[src/rtl/l1_mmu_arbiter.sv]
// l1_mmu_arbiter: shares one L1 MMU line port among NCH client channels.
// One transaction runs at a time: IDLE picks a client, BUSY holds the MMU
// request until the matching done, RESP pulses the client's done bit.
// Optional build macro L1_ARB_FIXED_PRIORITY_EN: lowest-index client always
// wins. When it is undefined, arbitration is round-robin.
module l1_mmu_arbiter #(
    parameter int NCH    = 2,
    parameter int ADDR_W = 32,
    parameter int LINE_W = 256,
    localparam int GW    = (NCH > 2) ? $clog2(NCH) : 1
) (
    input  logic                  sys_clk,
    input  logic                  rst,
    input  logic [NCH-1:0]        cl_req_read,
    input  logic [NCH-1:0]        cl_req_write,
    input  logic [NCH*ADDR_W-1:0] cl_req_addr,
    input  logic [NCH*LINE_W-1:0] cl_write_data,
    output logic [NCH-1:0]        cl_read_done,
    output logic [NCH-1:0]        cl_write_done,
    output logic [LINE_W-1:0]     cl_read_data,
    output logic                  mmu_req_read,
    output logic                  mmu_req_write,
    output logic [ADDR_W-1:0]     mmu_req_addr,
    output logic [LINE_W-1:0]     mmu_write_data,
    input  logic                  mmu_read_done,
    input  logic                  mmu_write_done,
    input  logic [LINE_W-1:0]     mmu_read_data,
    output logic                  busy,
    output logic [GW-1:0]         grant_id
);

    typedef enum logic [1:0] {IDLE, BUSY, RESP} state_t;

    state_t            state, state_nx;
    logic [NCH-1:0]    pend;
    logic              any_pend;
    logic [GW-1:0]     sel;
    logic              op_wr;
    logic              xfer_done;
    logic [ADDR_W-1:0] addr_a [NCH];
    logic [LINE_W-1:0] data_a [NCH];

    for (genvar g = 0; g < NCH; g++) begin : g_unpack
        assign addr_a[g] = cl_req_addr[g*ADDR_W +: ADDR_W];
        assign data_a[g] = cl_write_data[g*LINE_W +: LINE_W];
    end

    assign pend      = cl_req_read | cl_req_write;
    assign any_pend  = |pend;
    // Only a done of the same type as the request in flight ends BUSY.
    assign xfer_done = (mmu_req_read & mmu_read_done) | (mmu_req_write & mmu_write_done);

`ifdef L1_ARB_FIXED_PRIORITY_EN
    // Lowest-index pending channel wins (channel 0 is the icache).
    always_comb begin
        sel = '0;
        for (int i = NCH - 1; i >= 0; i--)
            if (pend[i]) sel = GW'(i);
    end
`else
    logic [GW-1:0] last_grant;

    // Round-robin: first pending channel after the last winner, wrapping.
    always_comb begin : rr_pick
        logic          found;
        logic [GW-1:0] c;
        sel   = '0;
        found = 1'b0;
        c     = '0;
        for (int k = 1; k <= NCH; k++) begin
            c = GW'((int'(last_grant) + k) % NCH);
            if (!found && pend[c]) begin
                sel   = c;
                found = 1'b1;
            end
        end
    end

    // Remember the winner; reset value makes channel 0 win first.
    always_ff @(posedge sys_clk or posedge rst) begin
        if (rst)                       last_grant <= GW'(NCH - 1);
        else if (state == IDLE && any_pend) last_grant <= sel;
    end
`endif

    // State register.
    always_ff @(posedge sys_clk or posedge rst) begin
        if (rst) state <= IDLE;
        else     state <= state_nx;
    end

    // Next state, busy flag and the one-cycle client done pulse in RESP.
    always_comb begin
        state_nx      = state;
        busy          = 1'b1;
        cl_read_done  = '0;
        cl_write_done = '0;
        case (state)
            IDLE: begin
                busy = 1'b0;
                if (any_pend) state_nx = BUSY;
            end
            BUSY: if (xfer_done) state_nx = RESP;
            RESP: begin
                state_nx = IDLE;
                if (op_wr) cl_write_done = NCH'(1) << grant_id;
                else       cl_read_done  = NCH'(1) << grant_id;
            end
            default: state_nx = IDLE;
        endcase
    end

    // Request registers: loaded at grant so client changes cannot disturb the
    // MMU; a write wins when a client raises read and write together.
    always_ff @(posedge sys_clk or posedge rst) begin
        if (rst) begin
            mmu_req_read   <= 1'b0;
            mmu_req_write  <= 1'b0;
            mmu_req_addr   <= '0;
            mmu_write_data <= '0;
            op_wr          <= 1'b0;
            grant_id       <= '0;
            cl_read_data   <= '0;
        end else begin
            case (state)
                IDLE: if (any_pend) begin
                    grant_id       <= sel;
                    op_wr          <= cl_req_write[sel];
                    mmu_req_write  <= cl_req_write[sel];
                    mmu_req_read   <= ~cl_req_write[sel];
                    mmu_req_addr   <= addr_a[sel];
                    mmu_write_data <= data_a[sel];
                end
                BUSY: begin
                    if (mmu_req_read && mmu_read_done) begin
                        mmu_req_read <= 1'b0;
                        cl_read_data <= mmu_read_data;
                    end
                    if (mmu_req_write && mmu_write_done) mmu_req_write <= 1'b0;
                end
                default: ;
            endcase
        end
    end

endmodule

[config.mk]
export PLATFORM = sky130hd
export DESIGN_NAME = l1_mmu_arbiter
export DESIGN_NICKNAME = d
export VERILOG_FILES = /design/src/rtl/l1_mmu_arbiter.sv
export SDC_FILE = /design/constraint.sdc
export NUM_CORES = 1
export LEC_CHECK = 0
export CAP_MARGIN = 10
export CORE_AREA = 2 2 546 548
export DETAILED_ROUTE_END_ITERATION = 16
export DIE_AREA = 0 0 548 550
export PLACE_DENSITY_LB_ADDON = 0.25
export SYNTH_ARGS = -nofsm -noshare
export SYNTH_HDL_FRONTEND = slang
export SYNTH_SLANG_ARGS = --single-unit
[constraint.sdc]
create_clock -name sys_clk -period 20.9 [get_ports sys_clk]
set_clock_uncertainty 0.05 [all_clocks]
set_input_delay 4.18 -clock sys_clk [delete_from_list [all_inputs] [get_ports sys_clk]]
set_output_delay 4.18 -clock sys_clk [all_outputs]
set_load 0.02 [all_outputs]
# Word-level counts from Yosys, hierarchy flattened
# Index checks and enable logic that the tools add are counted.
# Widths: inputs -> output; s select.
[word_totals]
elab_cells = 70
ff_bits = 551
output_inout_bits = 552
inputBits = 840
[classes]
add_sub_neg = 2
n_eq_ne = 6
muxes = 29
shift = 1
n_bitwise = 6
n_reduce_logical = 13
order_cmp = 4
[ops]
columns = ["op", "count"]
rows = [
  ["$mux 256", 3],
  ["$mux 32", 3],
  ["$mux 1", 14],
  ["$mux 2", 6],
  ["$ne 2x2->1 const B", 4],
  ["$lt 1x2->1 const B", 3],
  ["$reduce_and 2->1", 3],
  ["$reduce_and 3->1", 2],
  ["$logic_and 1x1->1", 4],
  ["$pmux 1 s2", 2],
  ["$pmux 2 s2", 1],
  ["$add 1x1->1 const B", 2],
  ["$and 1x1->1", 2],
  ["$eq 2x1->1 const B", 1],
  ["$eq 2x2->1 const B", 1],
  ["$ge 2x2->1 const B", 1],
  ["$logic_not 2->1", 1],
  ["$not 1->2", 1],
  ["$or 2x2->2", 1],
  ["$reduce_bool 2->1", 1],
  ["$reduce_or 2->1", 1],
  ["$shl 1x1->2 const A", 1],
  ["$logic_not 1->1", 1],
  ["$not 1->1", 1],
  ["$or 1x1->1", 1],
]

# Longest topological paths before layout
[depth]
word_depth = 12
depth_mapped = 7

# Worst setup path after synthesis
# OpenSTA, ideal clock, no wires.
[synth_timing]
kind = "input to register"
startpoint = "in cl_req_read[1]"
endpoint = "reg mmu_write_data[219]"
slack_ps = 15446
n_path_buf = 3
arrival_time_ps = 5282
stages = 7
path_cell_list = "or2_1 -> o31a_1 -> buf_2 -> buf_2 -> buf_2 -> nor2_1 -> a21oi_1"
[synth_between]
elab_chain_len = 11
word_cells_on_any_way = 16
classes_between = "mux (10); bitwise (2); reduce/logical (4)"
[synth_rtl]
columns = ["element", "line", "rtl"]
rows = [
  ["start: declaration", "14", "input logic [NCH-1:0] cl_req_read,"],
  ["$or 2x2->2 *", "48", "assign pend = cl_req_read | cl_req_write;"],
  ["$mux 1 (implied by the code) (2 in series)", "72", "if (!found && pend[c]) begin"],
  ["$mux 1", "72", ""],
  ["$logic_not 1->1", "72", ""],
  ["$logic_and 1x1->1", "72", ""],
  ["$mux 1", "72", ""],
  ["$not 1->2 (implied by the code)", "132", "mmu_write_data <= data_a[sel];"],
  ["$mux 256 (implied by the code) (3 in series)", "132", ""],
  ["end signal: assignment", "132", ""],
  ["end: declaration", "24", "output logic [LINE_W-1:0] mmu_write_data,"],
]
# Every way passes the cells marked *; elsewhere a longest branch is shown, timed or not. The select of a mux whose other input is x is not followed.
# A chain may end at the register's enable or synchronous reset.

# Worst setup path in the final report
[layout_timing]
startpoint = "in cl_req_write[0]"
endpoint = "reg mmu_write_data[41]"
[layout_between]
elab_chain_len = 11
word_cells_on_any_way = 16
classes_between = "mux (10); bitwise (2); reduce/logical (4)"
[layout_rtl]
columns = ["element", "line", "rtl"]
rows = [
  ["start: declaration", "15", "input logic [NCH-1:0] cl_req_write,"],
  ["$or 2x2->2 *", "48", ""],
  ["$mux 1 (implied by the code) (2 in series)", "72", ""],
  ["$mux 1", "72", ""],
  ["$logic_not 1->1", "72", ""],
  ["$logic_and 1x1->1", "72", ""],
  ["$mux 1", "72", ""],
  ["$not 1->2 (implied by the code)", "132", ""],
  ["$mux 256 (implied by the code) (3 in series)", "132", ""],
]
# Marked as above.

==> out/metrics.cfg <==
[finish]
fillers=33400
final_cell_count_no_fill=7558
final_common_cell=clkdlybuf4s50_1
mostFrequentLayoutCells=clkdlybuf4s50_1 (1391), a21oi_1 (577), dfrtp_1 (550)
drive_above_1_share=0.117
area_growth_pct=93.8
num-nets-final=4345
post-route-util=0.149

[route]
dr.pass1.iters=5
drc=0
drt-total-wl_um=200000
wl_per_cell_um=26.5
vias=23100
viasPerCell=3.05
drt_iter0_drc=1355
ant_nets=0

[logic_synthesis]
synth_edf_count=0
syn_area_per_cell_um2=10.5
ys.flop_type=dfrtp_1
syn_area_um2=22700
yosys_warnings=0
synth_cells=2150
async_flop_share=1.00
synth-seq-cells=551
ys_types=26
seq_area_frac_synth=0.609
syn-num-nets=2990

[timing]
relSlewSlack=0.262
fmax_ghz=0.129
finalCritPeriodShare=0.372
setup_viol=0
setup-tns-final_ps=0
finalHoldViolations=0
tightest_slew_ps=1110
rsz0062_at_grt=false
period_needed_ps=7770
drv_slew=0
setup_ws_ps=13130

[critical_path]
crit_arrival_ps=8410
rrSetupSlack_ps=16830
crit_fanout=64
crit_slowest_cell=buf_4
cp-startpoint=cl_req_write[0]
worst_ep_required_time_ps=21540
path_class=in -> reg
path_delay_family=buffers and inverters
reg2reg_depth=7
slowest_delay_ps=710
path_cells=clkdlybuf4s50_1 -> o21ai_0 -> and2_4 -> buf_4 -> buf_4 -> buf_4 -> a21oi_1 -> a21oi_1
cp.depth=8
cp.buffers_inverters=4
r2r-start=last_grant$_DFFE_PP1P_
endpoint_kind=register
cp-start-kind=input pin
cp_common_cell=buf_4

[placed_design]
numPortBuffers=1391
preCtsSetupSlack_ps=12220
dp_hpwl_um=169000
dp.cells=7354
gp_congestion=0.875

[pwr]
seqPwrFrac=0.387
total_leakage_power_nw=18.5
power.total_mw=2.76
switching_share=0.251
power_density_nw_per_um2=62.8
power_switching_uw=693
p_clk_frac=0.520
vdd_ir_drop_max_v=0.0000468
power.share.combinational=0.092
p_int_mw=2.07

[grt]
grt_pass1_vias=23600
antenna_found_initial=189
gr-total-overflow=0
grt_pass1_wl_um=253000
grt_usage=0.128
grt_max_degree=142

[cts]
post_cts_buffers=0
cts_max_path_buffers=4
cts_tree=yes
numCtsBuffers=88
cts-root-buf=clkbuf_16
cts_sinks=551
clk-insertion-delay-late_ps=760
htreeDepth=3
cts_hold_buffers=0
post_cts_resized=0
clk_pin_slew_ps=50

[floorplan]
rows=200
pin_count=1392
core_um2=296000
start_util=0.0767
die-area_um2=301000
fp.dieH_um=550
fp.dieW_um=548

[min_path]
hp-class=reg -> reg
min_from=cl_read_data[167]$_DFFE_PP0P_
whs_path_depth=1

[flow_run]
max-cap-violations=0

[outcome]
outcome=completed

[synth_stat cells, drive strengths merged (2+ instances only)]
| master | instances | share of area |
|---|---|---|
| nand3 | 2 | 0.00044 |
| clkbuf | 39 | 0.0065 |
| dfrtp | 550 | 0.61 |
| nand2b | 2 | 0.00055 |
| nor2 | 290 | 0.048 |
| mux2 | 256 | 0.13 |
| nand2 | 293 | 0.049 |
| inv | 3 | 0.00050 |
| nor2b | 2 | 0.00055 |
| buf | 117 | 0.026 |
| a21oi | 577 | 0.13 |
| and2 | 2 | 0.00055 |
| o21ai | 5 | 0.0011 |
[power by group through the flow]
stage	Combinational, mW	Clock, mW	Sequential, mW
final	0.255	1.44	1.07
after floorplan	0.0585	0	1.09
after CTS	0.260	1.51	1.07
after detailed placement	0.259	0	1.09
after global placement	0.258	0	1.09
after global routing	0.275	1.54	1.07
[state kept, by name, summed over array words and instances, names as in the netlist]
register,cells
op_wr,1
mmu_req_addr,32
grant_id,1
cl_read_data,256
last_grant,1
mmu_write_data,256
state,2
mmu_req_write,1
mmu_req_read,1
[worst register-to-register path: cells and delay by family (launching register included)]
kind                   cells  cell delay [ps]
AOI/OAI and AO/OA          2              350
buffers and inverters      3             2050
DFF                        1              570
and+or+nand+nor            2              990
[per-stage QoR]
step / instance area [um^2] / hold WS, ps
4_1_cts: 43800 / 454
3_3_place_gp: 41100 / 437
5_1_grt: 43800 / 466
2_1_floorplan: 22700 / 428
3_5_place_dp: 41100 / 441
6_report: 43900 / 451
[area by class of cell]
type / instances / area (um^2) / share of cell area
repair buffers: 1421 / 14200 / 0.323
flip-flops and latches: 551 / 13800 / 0.314
multi-input cells: 1440 / 8150 / 0.186
well taps: 3939 / 4930 / 0.112
clock buffers: 125 / 2490 / 0.0567
clock inverters: 21 / 214 / 0.00487
diodes: 58 / 145 / 0.00331
inverters: 3 / 18.8 / 0.000427
[metal layers]
metal  up-vias  GRT usage  routed length (um)
met2      1332      0.188               83000
li1      10100          -                   -
met1     11200      0.143               77400
met5         -          0                 773
met4       126     0.0288                4720
met3       331      0.101               34300
[worst paths after layout]
path,endpoint
setup / recovery,mmu_write_data[41]$_DFFE_PP0P_
hold / removal,cl_read_data[167]$_DFFE_PP0P_
setup reg to reg,mmu_write_data[30]$_DFFE_PP0P_
hold reg to reg,cl_read_data[167]$_DFFE_PP0P_
max in group asynchronous,mmu_write_data[216]$_DFFE_PP0P_
min in group asynchronous,mmu_write_data[60]$_DFFE_PP0P_
[logic make-up after synthesis]
| family | count (synthesis) | share of synthesized area |
|---|---|---|
| simple gates | 595 | 0.0999 |
| mux | 256 | 0.127 |
| flops | 551 | 0.609 |
| buf+inv | 159 | 0.0326 |
| compound gates | 589 | 0.132 |
Power figures use the tool's default switching activity.
